==> src/rtl/video_stream_deframer.sv <==
// Avalon-ST video deframer: classifies packets, forwards beats through one output
// register and tags video pixels with x/y. DEFRAMER_CTRL_PARSE_EN enables control-packet dimension parsing.
module video_stream_deframer #(
    parameter int IMAGE_W = 640,
    parameter int IMAGE_H = 480
) (
    input  logic        clk,
    input  logic        reset_n,
    input  logic [23:0] in_data,
    input  logic        in_valid,
    input  logic        in_sop,
    input  logic        in_eop,
    output logic        in_ready,
    output logic [7:0]  out_red,
    output logic [7:0]  out_green,
    output logic [7:0]  out_blue,
    output logic        out_valid,
    output logic        out_sop,
    output logic        out_eop,
    output logic        out_packet_video,
    output logic [10:0] out_x,
    output logic [10:0] out_y,
    input  logic        out_ready,
    output logic        frame_error
);
    typedef enum logic [1:0] {IDLE, VIDEO, CONTROL, SKIP} state_t;

    localparam logic [10:0] DEF_W = 11'(IMAGE_W);
    localparam logic [10:0] DEF_H = 11'(IMAGE_H);

    state_t      r_state;
    logic [10:0] r_width;
    logic [10:0] r_height;
    logic [10:0] r_x;
    logic [10:0] r_y;
    logic        r_full;
    logic        r_excess;
    logic        r_out_valid;
    logic        r_out_sop;
    logic        r_out_eop;
    logic        r_out_video;
    logic        r_frame_error;
    logic [23:0] r_out_data;
    logic [10:0] r_out_x;
    logic [10:0] r_out_y;

    logic        w_xfer;
    logic [3:0]  w_type;
    logic        w_is_video_hdr;
    logic        w_is_ctrl_hdr;
    logic        w_last_col;
    logic        w_last_row;
    logic        w_frame_done;
    logic        w_vid_err;
    logic        w_hdr_err;

    assign in_ready       = out_ready || !r_out_valid;
    assign w_xfer         = in_valid && in_ready;
    assign w_type         = in_data[3:0];
    assign w_is_video_hdr = (w_type == 4'h0);
    assign w_is_ctrl_hdr  = (w_type == 4'hF);
    assign w_last_col     = (r_x == r_width - 11'd1);
    assign w_last_row     = (r_y == r_height - 11'd1);
    assign w_frame_done   = w_last_col && w_last_row;
    // First excess pixel, or eop arriving before the frame is complete.
    assign w_vid_err      = (r_full && !r_excess) || (in_eop && !r_full && !w_frame_done);

`ifdef DEFRAMER_CTRL_PARSE_EN
    logic [2:0]  r_ctrl_beats;
    logic [15:0] r_cw;
    logic [15:0] r_ch;
    logic [10:0] r_pend_w;
    logic [10:0] r_pend_h;
    logic        r_pend_valid;
    logic [15:0] w_cw_next;
    logic [15:0] w_ch_next;
    logic        w_ctrl_ok;

    always_comb begin
        w_cw_next = r_cw;
        w_ch_next = r_ch;
        case (r_ctrl_beats)
            3'd1: w_cw_next[15:4] = {in_data[3:0], in_data[11:8], in_data[19:16]};
            3'd2: begin
                w_cw_next[3:0]  = in_data[3:0];
                w_ch_next[15:8] = {in_data[11:8], in_data[19:16]};
            end
            3'd3: w_ch_next[7:0] = {in_data[3:0], in_data[11:8]};
            default: ;
        endcase
    end

    assign w_ctrl_ok = (r_ctrl_beats >= 3'd3) &&
                       (w_cw_next >= 16'd1) && (w_cw_next <= 16'd2047) &&
                       (w_ch_next >= 16'd1) && (w_ch_next <= 16'd2047);
    assign w_hdr_err = (r_state != IDLE) || (in_eop && (w_is_video_hdr || w_is_ctrl_hdr));
`else
    assign w_hdr_err = (r_state != IDLE) || (in_eop && w_is_video_hdr);
`endif

    always_ff @(posedge clk) begin
        if (!reset_n) begin
            r_state       <= IDLE;
            r_width       <= DEF_W;
            r_height      <= DEF_H;
            r_x           <= 11'd0;
            r_y           <= 11'd0;
            r_full        <= 1'b0;
            r_excess      <= 1'b0;
            r_out_valid   <= 1'b0;
            r_out_sop     <= 1'b0;
            r_out_eop     <= 1'b0;
            r_out_video   <= 1'b0;
            r_frame_error <= 1'b0;
            r_out_data    <= 24'd0;
            r_out_x       <= 11'd0;
            r_out_y       <= 11'd0;
`ifdef DEFRAMER_CTRL_PARSE_EN
            r_ctrl_beats  <= 3'd0;
            r_cw          <= 16'd0;
            r_ch          <= 16'd0;
            r_pend_w      <= 11'd0;
            r_pend_h      <= 11'd0;
            r_pend_valid  <= 1'b0;
`endif
        end else begin
            r_frame_error <= 1'b0;
            if (w_xfer) begin
                r_out_data <= in_data;
                if (in_sop) begin
                    r_out_valid   <= 1'b1;
                    r_out_sop     <= 1'b1;
                    r_out_eop     <= in_eop;
                    r_out_video   <= w_is_video_hdr;
                    r_out_x       <= 11'd0;
                    r_out_y       <= 11'd0;
                    r_frame_error <= w_hdr_err;
                    r_x           <= 11'd0;
                    r_y           <= 11'd0;
                    r_full        <= 1'b0;
                    r_excess      <= 1'b0;
                    if (in_eop)              r_state <= IDLE;
                    else if (w_is_video_hdr) r_state <= VIDEO;
                    else if (w_is_ctrl_hdr)  r_state <= CONTROL;
                    else                     r_state <= SKIP;
`ifdef DEFRAMER_CTRL_PARSE_EN
                    // Dimensions only change at a video header, never mid-frame.
                    if (w_is_video_hdr && r_pend_valid) begin
                        r_width      <= r_pend_w;
                        r_height     <= r_pend_h;
                        r_pend_valid <= 1'b0;
                    end
                    if (w_is_ctrl_hdr) begin
                        r_ctrl_beats <= 3'd1;
                        r_cw         <= 16'd0;
                        r_ch         <= 16'd0;
                        if (in_eop) r_pend_valid <= 1'b0;
                    end
`endif
                end else begin
                    case (r_state)
                        IDLE: r_out_valid <= 1'b0;
                        VIDEO: begin
                            r_out_valid   <= 1'b1;
                            r_out_sop     <= 1'b0;
                            r_out_eop     <= in_eop;
                            r_out_video   <= 1'b1;
                            r_out_x       <= r_x;
                            r_out_y       <= r_y;
                            r_frame_error <= w_vid_err;
                            r_excess      <= r_excess | r_full;
                            // Counters freeze at the last pixel so excess beats report (W-1, H-1).
                            if (!r_full) begin
                                if (w_frame_done) begin
                                    r_full <= 1'b1;
                                end else if (w_last_col) begin
                                    r_x <= 11'd0;
                                    r_y <= r_y + 11'd1;
                                end else begin
                                    r_x <= r_x + 11'd1;
                                end
                            end
                            if (in_eop) r_state <= IDLE;
                        end
                        default: begin
                            r_out_valid <= 1'b1;
                            r_out_sop   <= 1'b0;
                            r_out_eop   <= in_eop;
                            r_out_video <= 1'b0;
                            r_out_x     <= 11'd0;
                            r_out_y     <= 11'd0;
`ifdef DEFRAMER_CTRL_PARSE_EN
                            if (r_state == CONTROL) begin
                                r_cw <= w_cw_next;
                                r_ch <= w_ch_next;
                                if (r_ctrl_beats < 3'd4) r_ctrl_beats <= r_ctrl_beats + 3'd1;
                                if (in_eop) begin
                                    r_frame_error <= !w_ctrl_ok;
                                    r_pend_valid  <= w_ctrl_ok;
                                    r_pend_w      <= w_cw_next[10:0];
                                    r_pend_h      <= w_ch_next[10:0];
                                end
                            end
`endif
                            if (in_eop) r_state <= IDLE;
                        end
                    endcase
                end
            end else if (in_ready) begin
                r_out_valid <= 1'b0;
            end
        end
    end

    assign out_valid        = r_out_valid;
    assign out_sop          = r_out_sop;
    assign out_eop          = r_out_eop;
    assign out_packet_video = r_out_video;
    assign out_x            = r_out_x;
    assign out_y            = r_out_y;
    assign out_red          = r_out_data[7:0];
    assign out_green        = r_out_data[15:8];
    assign out_blue         = r_out_data[23:16];
    assign frame_error      = r_frame_error;

endmodule

==> config.mk <==
export PLATFORM = sky130hd
export DESIGN_NAME = video_stream_deframer
export DESIGN_NICKNAME = d
export VERILOG_FILES = /design/src/rtl/video_stream_deframer.sv
export SDC_FILE = /design/constraint.sdc
export NUM_CORES = 1
export LEC_CHECK = 0
export BUFFER_PORTS_ARGS = -buffer_cell sky130_fd_sc_hd__buf_2
export CAP_MARGIN = 20
export CORE_ASPECT_RATIO = 2
export CORE_UTILIZATION = 30
export DETAILED_ROUTE_END_ITERATION = 8
export GPL_TIMING_DRIVEN = 0
export HOLD_SLACK_MARGIN = 0.02
export PLACE_DENSITY = 0.51
export SLEW_MARGIN = 20
export SYNTH_ARGS = -nofsm -noshare
export SYNTH_HDL_FRONTEND = slang
export SYNTH_SLANG_ARGS = --single-unit
==> constraint.sdc <==
create_clock -name clk -period 2.33 [get_ports clk]
set_clock_uncertainty 0.15 [all_clocks]
set_input_delay 0.1165 -clock clk [delete_from_list [all_inputs] [get_ports clk]]
set_output_delay 0.1165 -clock clk [all_outputs]
set_load 0.1 [all_outputs]
==> impl_metrics.toml, run 1 <==
[run_status]
outcome = "completed"

[global_routing]
grt.overflow.total = 0
grt_max_degree = 13
track_usage = 0.1798
grt.busiest_layer = "met2"
grtUsageMet2 = 0.3620
grtUsageMet3 = 0.03264
grt_pass1_wl_um = 16800
grtUsageMet1 = 0.1591
antenna_found_initial = 0
grt_pass1_vias = 3562

[cts]
clkSinkCount = 77
cts_tree = "done"
cts_root_buf = "clkbuf_16"
h-tree-depth = 3
clockBufferDepth = 2
clk_pin_slew_ps = 60
insertion_delay_ps = 330
cts_buffers = 9

[floorplanning]
core_area_um2 = 11290
start_util = 0.3069
die_h_um = 154.0
die_area_um2 = 12000
io_pins = 82
num_rows = 55
die_x_um = 77.98

[timing]
finalSetupViolCount = 0
fmax_mhz = 441.5
slew_viol_final = 0
timing.max_slew.rel_slack = 0.6092
min_period_over_period = 0.9721
timing.hold.ws_ps = 44.59
fin_crit_ps = 2265
worst_pin_slew_ps = 581.2
hold_viol = 0

[yosys]
synthCells = 424
synth_edf_count = 0
synth_area_leaders = "dfxtp_1, a21boi_0, nand2_1"
synth_cell_types = 51
synth_area_per_cell_um2 = 8.168
async_flop_share = 0
synth_top_area_cell = "dfxtp_1"
synth_ff_type = "dfxtp_1"
syn_area_um2 = 3463
seq_area_frac_synth = 0.4451
yosys_register_bits = 77
yosysWarningCount = 0
syn_nets = 456
synth_common_cells = "nand2_1, dfxtp_1, a21boi_0"
yosysMostFrequentCell = "nand2_1"
synth_top_area_share = 0.4451

[power_and_ir_drop]
power_frac_comb = 0.149
power.internal_uw = 2404
seqPwrFrac = 0.414
leakage_uw = 0.001847
fin_total_pwr_uw = 3300
ir_worst_vdd_uv = 417.9
power_density_nw_per_um2 = 700.3
clock_power_share = 0.437
switching_share = 0.2716
net-switching-power_uw = 896.4

[setup_path]
path_max_fanout = 7
slowest_stage = "or4b_4"
critPathMaxStageDelay_ps = 580
path_class = "flop to flop"
critPathCaptureType = "flop"
critPathTopFamily = "simple AND/OR/NAND/NOR gates"
cp-start-kind = "flop"
path_cells = "or4b_4 -> nor3_4 -> and3_1 -> buf_2 -> nand3_1 -> o31ai_2"
crit_arrival_ps = 2350
cp-startpoint = "r_x[7]"
timing.rr.start = "r_x[7]"
path_buf_inv = 1
cp.required_ps = 2410

[detailed_routing]
drt_first_pass_iters = 4
wirelength_um = 10250
routedWlPerCell_um = 14.90
avgViaCountPerCell = 5.103
drc = 0
first_iter_violations = 113
vias = 3511
ant_nets = 0

[layout]
syn_to_final_growth_pct = 36.05
final_cells = 688
stdcell_area_um2 = 4712
nets = 574
drive_gt1_frac = 0.2234
n_antenna_cell = 0
nFillCells = 1207
final_util = 0.4175

[worst_hold_path]
hold_path.class = "input port to flop"
hold_path.startpoint = "in_valid"

[placed_design]
dp_hpwl_um = 7860
port_buffers = 81
dpl.cell_count = 647
gp_congestion = 0.8971
placed_area_um2 = 4076

[run]
max_cap_violations = 0
-- final cells by class --
| type | instances | area (um2) | share of cell area |
|---|---|---|---|
| buffer | 25 | 103.9 | 0.02204 |
| clock buffer | 11 | 232.7 | 0.04939 |
| inverter | 13 | 52.55 | 0.01115 |
| clock inverter | 4 | 73.82 | 0.01567 |
| sequential | 77 | 1545 | 0.3279 |
| timing repair buffer | 110 | 688.2 | 0.1460 |
| tap | 142 | 177.7 | 0.03771 |
| multi-input combinational | 306 | 1838 | 0.3901 |
-- per-layer routing --
metal,up-vias,part of all wire
met5,-,0
met1,1630,0.35
met2,106,0.57
met3,31,0.041
li1,1744,-
met4,0,0.040
-- tightest hold or removal path: cells and delay by family --
kind / cells / cell delay, ps
AND/OR/NAND/NOR: 2 / 180
buffers and inverters: 1 / 110
AO/OA/AOI/OAI: 1 / 60
-- through the flow --
stage               worst slack [ps]  TNS [ps]
floorplan                      6.722         0
global placement              -185.2     -1096
detailed placement            -194.0     -1318
CTS                            4.997         0
global route                  -7.547    -7.547
finish                         65.08         0
-- cells in the final DEF (no fill, tap or decap), types with 14 or more instances in the layout --
| cell | count |
|---|---|
| a21boi_0 | 50 |
| a21oi_1 | 14 |
| buf_2 | 83 |
| clkbuf_1 | 22 |
| dfxtp_1 | 76 |
| dlygate4sd3_1 | 26 |
| nand2_1 | 87 |
| nand3_1 | 32 |
| nor2_1 | 19 |
| o21ai_0 | 16 |
-- sequential cells by signal (all words and copies together), names as in the netlist --
name,flops
out_valid,1
out_eop,1
out_sop,1
r_x,11
r_out_data,24
out_y,11
frame_error,1
r_excess,1
out_packet_video,1
r_full,1
r_y,11
r_state,2
out_x,11
-- power groups by stage --
| stage | clock network, uW | registers, uW | logic [uW] |
|---|---|---|---|
| 2_1_floorplan | 0 | 1600 | 136 |
| 3_3_place_gp | 0 | 1390 | 459 |
| 3_5_place_dp | 0 | 1390 | 461 |
| 4_1_cts | 1480 | 1370 | 495 |
| 5_1_grt | 1520 | 1370 | 523 |
| 6_report | 1440 | 1370 | 493 |
-- final timing paths --
check | endpoint | slack, ps | cells after the start
min | r_out_data[2] | 40 | 4
max | r_y[8] | 70 | 6
max reg2reg | r_y[8] | 70 | 6
min reg2reg | out_y[6] | 300 | 2
-- logic make-up (layout without fill, tap and decap cells) --
family,Yosys count,in the layout,synth area share
mux,2,2,0.005781
fa+ha+maj,2,2,0.007224
flops,77,77,0.4451
buf+inv,41,163,0.04516
simple gates,184,184,0.2547
compound gates,118,118,0.2421
-- timing repair --
action                                  in CTS  in global routing
hold endpoints to repair                    26                  0
hold buffers                                26                  0
pin swaps                                    1                  1
endpoints found under the setup margin      17                 17
resized for setup                            4                  9
buffers inserted                             3                  0
Note: power is estimated with default switching activity, not from simulation.
==> run 2: changes to the inputs <==
Settings changed: CAP_MARGIN 20 to 5, CORE_MARGIN set to 8.
==> run 2 against run 1 <==
Against the previous run: sequential power hardly changed; die area is 29% higher; fmax is 0.97% higher; via count is 0.48% lower; cell area is 0.72% higher; critical endpoint unchanged; clock power is 10% higher; first-iteration DRC count is 26% higher; critical path depth is 1 higher; register-to-register slack better by 20 ps; global-route usage is 3.5 points lower.
==> impl_metrics.toml, run 2 (same netlist as run 1, synthesis figures left out) <==
[run_status]
outcome = "completed"

[detailed_routing]
ant_nets = 0
routedWlPerCell_um = 15.96
first_iter_violations = 142
vias = 3494
drc = 0
avgViaCountPerCell = 5.064
drt_first_pass_iters = 4
wirelength_um = 11010

[floorplanning]
io_pins = 82
die_h_um = 168.0
die_area_um2 = 15450
core_area_um2 = 11290
start_util = 0.3069
die_x_um = 91.98
num_rows = 55

[setup_path]
critPathTopFamily = "simple AND/OR/NAND/NOR gates"
path_cells = "ha_1 -> nand3_4 -> nor3_4 -> and3_1 -> buf_2 -> nand3_1 -> o31ai_2"
cp.required_ps = 2420
slowest_stage = "dfxtp_1"
cp-start-kind = "flop"
path_buf_inv = 1
critPathCaptureType = "flop"
critPathMaxStageDelay_ps = 410
path_max_fanout = 7
path_class = "flop to flop"
crit_arrival_ps = 2340

[power_and_ir_drop]
power_density_nw_per_um2 = 727.2
ir_worst_vdd_uv = 484.9
leakage_uw = 0.001862

[cts]
insertion_delay_ps = 330
h-tree-depth = 3
clkSinkCount = 77
clk_pin_slew_ps = 60
cts_tree = "done"
cts_buffers = 9
clockBufferDepth = 2
cts_root_buf = "clkbuf_16"

[global_routing]
grt.overflow.total = 0
grt_pass1_vias = 3695
grt_pass1_wl_um = 17930
antenna_found_initial = 0
track_usage = 0.1444
grt_max_degree = 14

[layout]
nFillCells = 1201
regMostFlops = "r_out_data"
multi_input_area_um2 = 1832
largest_reg_flops = 24
stdcell_area_um2 = 4746
area.sequential_um2 = 1546
syn_to_final_growth_pct = 37.03
n_antenna_cell = 0
nets = 575
drive_gt1_frac = 0.2263
layout_common_cells = "nand2_1, buf_2, dfxtp_1"
final_cells = 690
mostFrequentLayoutCell = "nand2_1"

[timing]
slew_viol_final = 0
timing.max_slew.rel_slack = 0.5742
fmax_mhz = 445.8
worst_pin_slew_ps = 633.4
finalSetupViolCount = 0
min_period_over_period = 0.9628
fin_crit_ps = 2243
hold_viol = 0

[placed_design]
placed_area_um2 = 4076
dpl.cell_count = 647
dp_hpwl_um = 8510
gp_congestion = 0.8657
port_buffers = 81

[run]
max_cap_violations = 0

[worst_hold_path]
hold_path.class = "input port to flop"
[run 2: power by group]
part | switching, uW | internal (uW) | leakage [uW]
Combinational | 373 | 122 | 0.00107
Sequential | 17.2 | 1350 | 0.000627
Clock | 544 | 1050 | 0.000163
[run 2: per-stage QoR]
stage                     hold WS, ps  TNS (ps)  total power [uW]    util  setup WS [ps]
after detailed placement        227.8     -1404              1858  0.3612         -237.9
after global routing            55.12    -6.308              3586  0.4205         -6.308
after floorplan                 111.4         0              1741       -          6.722
after global placement          217.5     -1309              1854  0.3612         -201.8
after CTS                       24.15         0              3497  0.4180          10.58
final                           28.53         0              3451  0.4205          86.74
[run 2: per-layer routing]
layer / GRT usage / share of wire / vias to the layer above
met5: 0 / 0 / -
met4: 0.08898 / 0.031 / 0
met3: 0.03831 / 0.056 / 25
met2: 0.2785 / 0.57 / 104
met1: 0.1255 / 0.35 / 1622
li1: - / - / 1743
[run 2: timing repair]
action / 4_1_cts / 5_1_grt
pin swaps: 1 / 3
hold endpoints to repair: 26 / 0
hold buffers: 26 / 0
buffers inserted: 3 / 0
setup endpoints to repair: 18 / 17
resized for setup: 5 / 11
[run 2: final timing paths]
kind,startpoint,to,slack [ps],cells after the start
worst min-delay path,in_valid,r_out_data[2],30,4
worst min register to register,out_y[7],out_y[7],310,2
worst max register to register,r_x[0],r_y[8],90,7
worst max-delay path,r_x[0],r_y[8],90,7
[run 2: cell type report]
cell class                      instances  area share
Buffer                                 26     0.02294
Clock buffer                           10     0.04825
Clock inverter                          6     0.02346
Inverter                               13     0.01107
Multi-Input combinational cell        306      0.3860
Sequential cell                        77      0.3259
Tap cell                              142     0.03744
Timing Repair Buffer                  110      0.1450
[run 2: worst reg2reg max path, cell delays in order (launching register included)]
cell	delay, ps
dfxtp_1	410
ha_1	280
nand3_4	160
nor3_4	320
and3_1	190
buf_2	170
nand3_1	210
o31ai_2	260
